<file path="src/rtl/dvp_tx.sv">
// DVP camera-style transmitter: RGB565 pixels out as two bytes per pixel
// with VSYNC/HREF framing over whole-line vertical states.
`timescale 1ns/1ps
module dvp_tx #(
  parameter int H_RES     = 800,
  parameter int H_BLANK   = 160,
  parameter int V_RES     = 600,
  parameter int VS_LINES  = 3,
  parameter int VBP_LINES = 17,
  parameter int VFP_LINES = 10
) (
  input  logic        I_clk,
  input  logic        I_rst_n,
  input  logic        I_en,
  input  logic        I_pix_valid,
  input  logic [15:0] I_pix_data,
  output logic        O_pix_ready,
  output logic        O_vsync,
  output logic        O_href,
  output logic [9:0]  O_pixdata,
  output logic        O_underrun,
  output logic        O_frame_done,
  output logic [15:0] O_frame_cnt
);

  localparam logic [12:0] LINE_M1 = 13'(2*H_RES + H_BLANK - 1);
  localparam logic [12:0] ACT_W   = 13'(2*H_RES);
  localparam logic [11:0] VS_M1   = 12'(VS_LINES - 1);
  localparam logic [11:0] VBP_M1  = 12'((VBP_LINES > 0) ? VBP_LINES - 1 : 0);
  localparam logic [11:0] VACT_M1 = 12'(V_RES - 1);
  localparam logic [11:0] VFP_M1  = 12'((VFP_LINES > 0) ? VFP_LINES - 1 : 0);

  typedef enum logic [2:0] {
    S_IDLE,
    S_VSYNC,
    S_VBP,
    S_ACTIVE,
    S_VFP
  } state_t;

  state_t      r_state;
  state_t      w_state_nxt;
  logic [12:0] r_h;
  logic [12:0] w_h_nxt;
  logic [11:0] r_v;
  logic [11:0] w_v_nxt;
  logic [11:0] w_len_m1;
  logic        w_line_end;
  logic        w_last_line;
  logic        w_eof;
  logic        w_slot_act;
  logic        w_ready;

  logic        r_vsync;
  logic        r_href;
  logic [9:0]  r_pixdata;
  logic [7:0]  r_lo;
  logic        r_underrun;
  logic        r_frame_done;
  logic [15:0] r_frame_cnt;

  always_comb begin
    w_len_m1 = 12'd0;
    unique case (r_state)
      S_VSYNC:  w_len_m1 = VS_M1;
      S_VBP:    w_len_m1 = VBP_M1;
      S_ACTIVE: w_len_m1 = VACT_M1;
      S_VFP:    w_len_m1 = VFP_M1;
      default:  w_len_m1 = 12'd0;
    endcase
  end

  always_comb begin
    w_state_nxt = r_state;
    w_h_nxt     = r_h;
    w_v_nxt     = r_v;
    w_eof       = 1'b0;
    w_line_end  = (r_h == LINE_M1);
    w_last_line = (r_v == w_len_m1);
    if (r_state == S_IDLE) begin
      w_h_nxt = 13'd0;
      w_v_nxt = 12'd0;
      if (I_en) w_state_nxt = S_VSYNC;
    end else begin
      w_h_nxt = w_line_end ? 13'd0 : r_h + 13'd1;
      if (w_line_end) begin
        w_v_nxt = w_last_line ? 12'd0 : r_v + 12'd1;
        if (w_last_line) begin
          unique case (r_state)
            S_VSYNC:
              w_state_nxt = (VBP_LINES == 0) ? S_ACTIVE : S_VBP;
            S_VBP:
              w_state_nxt = S_ACTIVE;
            S_ACTIVE:
              if (VFP_LINES == 0) w_eof = 1'b1;
              else w_state_nxt = S_VFP;
            S_VFP:
              w_eof = 1'b1;
            default: ;
          endcase
          // a frame always runs to completion; I_en is sampled only here
          if (w_eof) w_state_nxt = I_en ? S_VSYNC : S_IDLE;
        end
      end
    end
  end

  always_comb begin
    w_slot_act = (w_state_nxt == S_ACTIVE) && (w_h_nxt < ACT_W);
    w_ready    = w_slot_act && !w_h_nxt[0];
  end

  always_ff @(posedge I_clk or negedge I_rst_n) begin
    if (!I_rst_n) begin
      r_state <= S_IDLE;
      r_h     <= 13'd0;
      r_v     <= 12'd0;
    end else begin
      r_state <= w_state_nxt;
      r_h     <= w_h_nxt;
      r_v     <= w_v_nxt;
    end
  end

  always_ff @(posedge I_clk or negedge I_rst_n) begin
    if (!I_rst_n) begin
      r_vsync      <= 1'b0;
      r_href       <= 1'b0;
      r_pixdata    <= 10'd0;
      r_lo         <= 8'd0;
      r_underrun   <= 1'b0;
      r_frame_done <= 1'b0;
    end else begin
      r_vsync      <= (w_state_nxt == S_VSYNC);
      r_href       <= w_slot_act;
      r_underrun   <= w_ready && !I_pix_valid;
      r_frame_done <= w_eof;
      if (w_ready) begin
        // a missing pixel becomes a black pixel so line timing never slips
        r_pixdata <= I_pix_valid ? {I_pix_data[15:8], 2'b00} : 10'd0;
        r_lo      <= I_pix_valid ? I_pix_data[7:0] : 8'd0;
      end else if (w_slot_act) begin
        r_pixdata <= {r_lo, 2'b00};
      end else begin
        r_pixdata <= 10'd0;
      end
    end
  end

  always_ff @(posedge I_clk or negedge I_rst_n) begin
    if (!I_rst_n) r_frame_cnt <= 16'd0;
    else if (w_eof) r_frame_cnt <= r_frame_cnt + 16'd1;
  end

  assign O_pix_ready  = w_ready;
  assign O_vsync      = r_vsync;
  assign O_href       = r_href;
  assign O_pixdata    = r_pixdata;
  assign O_underrun   = r_underrun;
  assign O_frame_done = r_frame_done;
  assign O_frame_cnt  = r_frame_cnt;

endmodule

</file>
<file path="config.mk">
export PLATFORM = sky130hd
export DESIGN_NAME = dvp_tx
export DESIGN_NICKNAME = d
export VERILOG_FILES = /design/src/rtl/dvp_tx.sv
export SDC_FILE = /design/constraint.sdc
export NUM_CORES = 1
export LEC_CHECK = 0
export CELL_PAD_IN_SITES_DETAIL_PLACEMENT = 2
export CELL_PAD_IN_SITES_GLOBAL_PLACEMENT = 2
export CORE_MARGIN = 5
export CORE_UTILIZATION = 30
export CTS_BUF_LIST = sky130_fd_sc_hd__clkbuf_16
export DETAILED_ROUTE_END_ITERATION = 10
export DONT_BUFFER_PORTS = 1
export GPL_TIMING_DRIVEN = 0
export MAX_ROUTING_LAYER = met4
export PLACE_DENSITY_LB_ADDON = 0.1
export REMOVE_ABC_BUFFERS = 1
export SYNTH_ARGS = -nofsm -noshare
export SYNTH_HDL_FRONTEND = slang
export SYNTH_SLANG_ARGS = --single-unit
</file>
<file path="constraint.sdc">
create_clock -name I_clk -period 3.15 [get_ports I_clk]
set_input_delay 0.4725 -clock I_clk [delete_from_list [all_inputs] [get_ports I_clk]]
set_output_delay 0.4725 -clock I_clk [all_outputs]
set_load 0.01 [all_outputs]
</file>
# Yosys cells after proc, flatten, opt, wreduce, memory -nomap -nowiden
# Index checks and enable logic that the tools add are counted.
[word_totals]
reg_bits = 66
inputBits = 20
output_inout_bits = 31
wordCells = 53
[op_classes]
addsub = 3
magnitude_cmp = 1
n_eq_ne = 8
n_mux = 24
reduce_logical = 7
[ops]
columns = ["cell", "count"]
rows = [
  ["case mux 10 bit (4 select lines)", 1],
  ["two-way mux 12 bit", 3],
  ["two-way mux 10 bit", 3],
  ["two-way mux 13 bit", 2],
  ["adder 16 x 1 -> 16 bit, second input constant", 1],
  ["two-way mux 3 bit", 5],
  ["adder 13 x 1 -> 13 bit, second input constant", 1],
  ["equality test 13 x 11 -> 1 bit, second input constant", 1],
  ["less-than comparator 13 x 11 -> 1 bit, second input constant", 1],
  ["adder 12 x 1 -> 12 bit, second input constant", 1],
  ["equality test 12 bit", 1],
  ["equality test 3 x 2 -> 1 bit, second input constant", 3],
  ["case mux 3 bit (3 select lines)", 1],
  ["two-way mux 1 bit", 8],
  ["two-way mux 8 bit", 1],
  ["equality test 3 x 1 -> 1 bit, second input constant", 2],
  ["equality test 3 bit, second input constant", 1],
  ["logical AND 1 bit", 3],
  ["zero test 3 bit", 1],
  ["zero test 1 bit", 2],
  ["nonzero test 2 bit", 1],
]

# Logic depth before layout (Yosys ltp)
# Gate-level depths: netlist of run 1.
[logic_depth]
ltp_word = 14
ltp_mapped = 10
ltp_nobuf = 8

# Least setup slack after synthesis of run 1
# Ideal clock, no wire load.
[synth_timing]
path_kind = "flip-flop to output port"
start = "register r_h[8]"
end = "output O_pix_ready"
arrival_ns = 2.632
t_required_ns = 2.677
slack_ns = 0.045
stages_incl_launch_ff = 10
n_path_buf = 2
cell_sequence = "dfrtp_1 nor4b_2 nand3_1 or4b_1 buf_2 nor4_4 nand2_2 xnor2_4 and3_4 buf_12"
[synth_via]
elab_chain_len = 6
elab_cells_between_ends = 11
classes_between = "add/sub: 1; order compare: 1; eq/ne: 2; mux: 4; reduce/logical: 3"
[synth_rtl]
columns = ["element", "line", "source"]
rows = [
  ["from (decl)", "43", "logic [12:0] r_h;"],
  ["from (signal assigned)", "120", "r_h <= w_h_nxt;"],
  ["equality test 13 x 11 -> 1 bit", "78", "w_line_end = (r_h == LINE_M1);"],
  ["two-way mux 3 bit", "86", "if (w_line_end) begin"],
  ["two-way mux 3 bit", "80", "if (r_state == S_IDLE) begin"],
  ["net w_state_nxt[1]", "42", "state_t w_state_nxt;"],
  ["equality test 3 x 2 -> 1 bit", "109", "w_slot_act = (w_state_nxt == S_ACTIVE) && (w_h_nxt < ACT_W);"],
  ["logical AND 1 bit", "109", ""],
  ["logical AND 1 bit", "110", "w_ready = w_slot_act && !w_h_nxt[0];"],
  ["to (decl)", "17", "output logic O_pix_ready,"],
]
# The timed path passes the listed nets, and every way through them passes these cells.

# Worst setup path after layout of run 1
[layout_timing]
start = "register r_h[1]"
end = "output O_pix_ready"
[layout_via]
elab_chain_len = 6
elab_cells_between_ends = 11
classes_between = "add/sub: 1; order compare: 1; eq/ne: 2; mux: 4; reduce/logical: 3"
[layout_rtl]
columns = ["element", "line"]
rows = [
  ["adder 13 x 1 -> 13 bit or equality test 13 x 11 -> 1 bit (tied branches)", "85, 78"],
  ["two-way mux 13 bit or two-way mux 3 bit (tied branches)", "85, 86"],
  ["two-way mux 13 bit or two-way mux 3 bit (tied branches)", "80"],
  ["less-than comparator 13 x 11 -> 1 bit or equality test 3 x 2 -> 1 bit (tied branches)", "109"],
  ["logical AND 1 bit", "109"],
  ["logical AND 1 bit *", "110"],
]
# Mark *: on every way between the ends. The rest lies on a longest branch, timed or not.

==> results of run 1 <==
[power by group through the flow]
stage	Sequential (mW)	Combinational, mW	Clock [mW]
3_5_place_dp	0.837	0.00841	0
2_1_floorplan	0.837	0.00751	0
5_1_grt	0.822	0.0346	1.07
4_1_cts	0.822	0.0308	1.03
3_3_place_gp	0.837	0.00812	0
6_report	0.822	0.0295	0.996
[routing by layer]
metal | vias up | wire [um] | global-route usage (%)
met4 | 0 | 196 | 7.28
li1 | 1187 | - | -
met2 | 30 | 4310 | 22.9
met3 | 13 | 270 | 3.26
met1 | 1237 | 4320 | 18.9
met5 | - | 0 | -
[what timing repair did]
item / CTS / global route
hold buffers: 1 / 0
hold endpoints to repair: 64 / 0
cloned: 1 / 0
endpoints found under the setup margin: 22 / 2
setup buffers: 13 / 0
resized for setup: 16 / 6
pin swaps: 4 / 0
[final timing paths]
path,cells past startpoint,from,to,slack [ns]
setup reg to reg,8,r_state[0]$_DFF_PN0_,O_frame_cnt[15]$_DFFE_PN0P_,0.25
setup / recovery,8,r_h[1]$_DFF_PN0_,O_pix_ready,-0.07
hold reg to reg,2,r_lo[5]$_DFFE_PN0P_,r_lo[5]$_DFFE_PN0P_,0.52
min in group I_clk,1,I_pix_valid,O_underrun$_DFF_PN0_,0.20
hold / removal,1,I_rst_n,r_h[8]$_DFF_PN0_,0.002
max in group asynchronous,1,I_rst_n,r_state[2]$_DFF_PN0_,2.83
[worst register-to-register path: stages (launching register included)]
cell and delay (ns):
dfrtp_1 0.49, or3b_2 0.51, o32ai_1 0.13, a21oi_1 0.14
nor3_2 0.37, nand4_1 0.38, or2_2 0.44, nor3_1 0.21
xor2_1 0.16
[stage by stage]
step	power [mW]	hold slack [ns]
after CTS	1.88	0.0121
after detailed placement	0.846	0.180
after global placement	0.845	0.181
final	1.85	0.00243
after global routing	1.93	0.0132
after floorplan	0.845	0.177
[registers in the layout, summed over array words and instances, names as in the netlist]
| register | flops |
|---|---|
| r_v | 12 |
| O_vsync | 1 |
| O_underrun | 1 |
| r_h | 13 |
| O_frame_done | 1 |
| r_lo | 8 |
| O_pixdata | 8 |
| O_frame_cnt | 16 |
| O_href | 1 |
| r_state | 3 |
[kinds of logic (layout without fill, tap and decap cells)]
group | after synthesis | in the layout | share of synthesized area [%]
AND/OR/NAND/NOR | 153 | 154 | 23.9
other | 1 | 2 | 0.113
adder cells (fa/ha/maj) | 3 | 3 | 1.14
flip-flops | 64 | 64 | 48.5
AO/OA/AOI/OAI | 38 | 38 | 7.42
buffers and inverters | 35 | 48 | 4.96
XOR/XNOR | 38 | 38 | 10.6
multiplexers | 11 | 11 | 3.37
[cells in the mapped netlist, types with 4 or more instances]
master,count,area (sq um)
dfrtp_1,64,1600
nand2_1,36,135
nor2_1,35,131
nand3_1,22,110
xnor2_1,20,175
inv_1,17,63.8
xor2_1,17,149
a21oi_1,15,75.1
nor3_1,11,55.1
and3_1,10,62.6
mux2i_1,10,100
clkbuf_1,9,33.8
nand4_1,7,43.8
o21ai_0,7,35.0
and2_1,4,25.0
buf_2,4,20.0
or3_1,4,25.0
[cell type report]
type / count / area (sq um)
clock buffer: 9 / 225
clock inverter: 7 / 62.6
fill: 1198 / 6940
inverter: 18 / 67.6
multi-input combinational: 246 / 1630
sequential: 64 / 1610
tap: 140 / 175
timing repair buffer: 14 / 125
==> flow_metrics.py, run 1 <==
metrics = {
    "finish": {
        "layout_commonest_cell": "dfrtp_1",
        "fin_util_pct": 35.9,
        "stdcell_area_sq_um": 3900,
        "area_growth_pct": 17.9,
        "drive_gt1_share_pct": 17.3,
        "fin_cells": 498,
        "antennaDiodeCount": 0,
        "nNetsFinal": 376,
        "final_cell_mix": "dfrtp_1, nor2_1, nand2_1",
    },
    "grt": {
        "grt_first_pass_wirelength_um": 14700,
        "grt_overflow_total": 0,
        "grt_pass1_vias": 2720,
        "antenna_found_initial": 0,
        "grt.total_usage_pct": 15.0,
        "grt_max_degree": 65,
    },
    "power": {
        "p_switching_uw": 413,
        "p_sw_share_pct": 22.4,
        "power.share.clock_pct": 53.9,
        "p_leak_nw": 1.71,
        "internal-power_mw": 1.43,
        "ir_worst_vdd_mv": 0.262,
        "p_per_area_nw_per_um2": 474,
        "p_seq_share_pct": 44.5,
        "power_frac_comb_pct": 1.6,
    },
    "floorplan": {
        "die_area_sq_um": 13200,
        "start_util_pct": 30.5,
        "design.core.area_sq_um": 10800,
        "die_w_um": 115,
        "placementRows": 38,
        "die_h_um": 115,
        "pin_count": 51,
    },
    "critical_path": {
        "cp_top_family": "simple AND/OR/NAND/NOR gates",
        "cp.arrival_ns": 2.74,
        "end_kind": "output pin",
        "cp_slowest_cell": "or4b_4",
        "crit_path_max_incr_delay_ns": 0.60,
        "worstPathCellList": "ha_2, nand2_1, or4b_4, nor4_4, buf_4, mux2i_4, nand2_2, and3_4",
        "startpoint_type": "register",
        "crit_buf_inv": 1,
        "cp_max_fo": 6,
        "cp.required_ns": 2.68,
        "critical_path_class": "reg2out",
    },
    "sta": {
        "worstMarginPinSlew_ns": 0.523,
        "finClkSkew_ns": 0.00696,
        "tns_ns": -0.0664,
        "drv_slew": 0,
        "slew_headroom_pct": 65.1,
        "fmax_mhz": 311,
        "setup_slack_ns": -0.0664,
        "fin_crit_ns": 3.22,
        "setup_viol_count_final": 1,
        "hold_violations": 0,
        "rsz0062_at_grt": "true",
        "fin_crit_sh_pct": 102,
    },
    "clock_network": {
        "cts_buffer_depth": 2,
        "cts_root_buffer": "clkbuf_16",
        "cts_made_buffers": 9,
        "cts_tree": "built",
        "cts_htree_levels": 3,
        "cts_sinks": 64,
        "clk_latency_ns": 0.34,
        "clk_pin_slew_ns": 0.06,
    },
    "place": {
        "place_ws_ns": -0.306,
        "dp_hpwl_um": 5910,
        "gp_congestion": 0.684,
        "port_buffers": 0,
        "placed_area_sq_um": 3390,
        "place_inst": 467,
    },
    "status": {
        "violations": "negative setup slack",
        "status": "finished with violations",
    },
    "yosys": {
        "synth_edf_count": 0,
        "ys.flop_type": "dfrtp_1",
        "synthArstFlopShare_pct": 100,
        "ys_seq_area_share_pct": 48.5,
        "syn_inst": 343,
        "syn_avg_cell_area_sq_um": 9.63,
        "synth_area_sq_um": 3300,
        "yosys_warnings": 0,
        "ys_types": 53,
        "synth_seq_cells": 64,
    },
    "detailed_routing": {
        "wl_um": 9100,
        "drc_errors": 0,
        "dr_total_vias": 2467,
        "vias_per_cell": 4.95,
        "first_pass_iters": 4,
        "drtAntennaViolNets": 0,
        "wire_per_inst_um": 18.3,
        "drtIter0Drc": 83,
    },
    "worst_hold_path": {
        "hp-class": "in2async",
    },
    "run": {
        "cap_violations": 0,
    },
}
Power figures use the tool's default switching activity.
==> inputs of run 2 (changes only) <==
Settings changed: CTS_CLUSTER_DIAMETER set to 30.
==> results of run 2 <==
No change in the layout: final DEF, timing and power equal those of run 1.
==> inputs of run 3 (changes only) <==
Settings changed: CTS_BUF_LIST sky130_fd_sc_hd__clkbuf_16 to not set.
==> run 3 against run 2 <==
  * The flow still finishes with violations (negative setup slack)
  * First-iteration DRC count shrank 22%
  * Sequential share of layout area grew 0.41 points
  * Power shrank 11%
  * Non-clock buffer count grew 3
  * Global-route usage is essentially flat
  * Via count grew 0.28%
  * Flip-flop and latch count is the same
  * Utilization shrank 0.32 points
  * Die area is the same
  * Clock skew grew 0.0016 ns
  * Hold slack gained 0.17 ns
  * Critical path type unchanged
==> flow_metrics.py, run 3 (synthesized netlist as in run 1, its figures left out) <==
metrics = {
    "status": {
        "status": "finished with violations",
        "violations": "negative setup slack",
    },
    "finish": {
        "layout_commonest_cell": "dfrtp_1",
        "largest_reg_flops": 16,
        "final_cell_mix": "dfrtp_1, nor2_1, nand2_1",
        "area_growth_pct": 16.8,
        "antennaDiodeCount": 0,
        "stdcell_area_sq_um": 3860,
        "drive_gt1_share_pct": 18.6,
        "nNetsFinal": 379,
        "n_fill_cell": 1204,
    },
    "floorplan": {
        "placementRows": 38,
        "die_h_um": 115,
        "pin_count": 51,
        "start_util_pct": 30.5,
        "design.core.area_sq_um": 10800,
        "die_area_sq_um": 13200,
        "die_w_um": 115,
    },
    "detailed_routing": {
        "drtIter0Drc": 65,
        "drc_errors": 0,
        "first_pass_iters": 4,
        "drtAntennaViolNets": 0,
        "wire_per_inst_um": 18.2,
        "vias_per_cell": 4.94,
        "wl_um": 9100,
        "dr_total_vias": 2474,
    },
    "place": {
        "port_buffers": 0,
        "placed_area_sq_um": 3390,
        "dp_hpwl_um": 5910,
        "gp_congestion": 0.684,
    },
    "critical_path": {
        "cp_top_family": "simple AND/OR/NAND/NOR gates",
        "cp_slowest_cell": "or4b_4",
        "worstPathCellList": "nor4b_2, nand3_1, or4b_4, nor4_4, buf_4, mux2i_4, nand2_2, and3_4",
        "cp_max_fo": 6,
        "critical_path_class": "reg2out",
        "crit_path_max_incr_delay_ns": 0.57,
        "crit_buf_inv": 1,
        "cp.required_ns": 2.68,
        "reg2reg_depth": 8,
        "end_kind": "output pin",
        "cp.arrival_ns": 2.73,
        "worst-path-stages": 8,
        "startpoint_type": "register",
    },
    "clock_network": {
        "cts_htree_levels": 3,
        "cts_buffer_depth": 2,
        "cts_sinks": 64,
        "cts_made_buffers": 9,
        "clk_pin_slew_ns": 0.08,
        "cts_tree": "built",
        "cts_root_buffer": "clkbuf_8",
        "clk_latency_ns": 0.36,
    },
    "grt": {
        "grt_overflow_total": 0,
        "grt_pass1_vias": 2763,
        "grt_max_degree": 65,
        "grt.total_usage_pct": 15.0,
        "antenna_found_initial": 0,
        "grt_first_pass_wirelength_um": 14800,
    },
    "sta": {
        "fin_crit_ns": 3.20,
        "setup_viol_count_final": 1,
        "slew_headroom_pct": 60.0,
        "finClkSkew_ns": 0.00857,
        "rsz0062_at_grt": "true",
        "setup_slack_ns": -0.0545,
        "hold_violations": 0,
        "hold_slack_ns": 0.172,
        "drv_slew": 0,
        "fin_crit_sh_pct": 102,
        "worstMarginPinSlew_ns": 0.596,
        "fmax_mhz": 312,
    },
    "power": {
        "p_leak_nw": 1.69,
        "p_per_area_nw_per_um2": 425,
        "ir_worst_vdd_mv": 0.154,
        "power.total_mw": 1.64,
    },
    "run": {
        "cap_violations": 0,
    },
    "worst_hold_path": {
        "min_path_cells": 1,
        "hp-class": "in2reg",
    },
}
run 3: path summary, 6_finish.rpt:
path	from	endpoint	slack, ns
worst max-delay path	r_h[11]$_DFF_PN0_	O_pix_ready	-0.05
worst min-delay path	I_pix_valid	O_underrun$_DFF_PN0_	0.17
worst max register to register	r_state[0]$_DFF_PN0_	O_frame_cnt[15]$_DFFE_PN0P_	0.06
worst min register to register	r_lo[5]$_DFFE_PN0P_	r_lo[5]$_DFFE_PN0P_	0.52
max in group asynchronous	I_rst_n	r_state[2]$_DFF_PN0_	2.20
min in group asynchronous	I_rst_n	r_h[8]$_DFF_PN0_	0.63
run 3: per-stage QoR:
step	instances	util, %	setup TNS [ns]	setup WS, ns
final	501	35.6	-0.0545	-0.0545
after CTS	501	35.3	-0.0825	-0.0825
after global placement	467	31.2	-2.60	-0.300
after detailed placement	467	31.2	-2.86	-0.306
after floorplan	327	-	0	0.0772
after global routing	501	35.6	-0.607	-0.207
run 3: final cells by class:
type,count,area (sq um),share of cell area (%)
multi-input combinational,246,1640,42.5
sequential,64,1610,41.7
tap,140,175,4.54
clock buffer,12,165,4.28
timing repair buffer,17,150,3.89
inverter,18,67.6,1.75
clock inverter,4,51.3,1.33
run 3: what timing repair did:
item | CTS | global route
buffers inserted | 15 | 0
setup endpoints to repair | 21 | 4
resized for setup | 18 | 6
hold endpoints to repair | 64 | 0
pin swaps | 5 | 0
gates cloned | 1 | 0
hold buffers | 2 | 0
run 3: where the power goes:
group / switching, mW / total, mW / internal [mW]
clock network: 0.359 / 0.790 / 0.430
registers: 0 / 0.821 / 0.821
logic: 0.0220 / 0.0311 / 0.00912
total: 0.381 / 1.64 / 1.26
run 3: per-layer routing:
| metal | global-route usage (%) | vias to the layer above | part of all wire (%) |
|---|---|---|---|
| li1 | - | 1190 | - |
| met1 | 18.7 | 1236 | 47 |
| met2 | 23.3 | 34 | 48 |
| met3 | 3.26 | 14 | 3.0 |
| met4 | 7.04 | 0 | 2.1 |
| met5 | - | - | 0 |
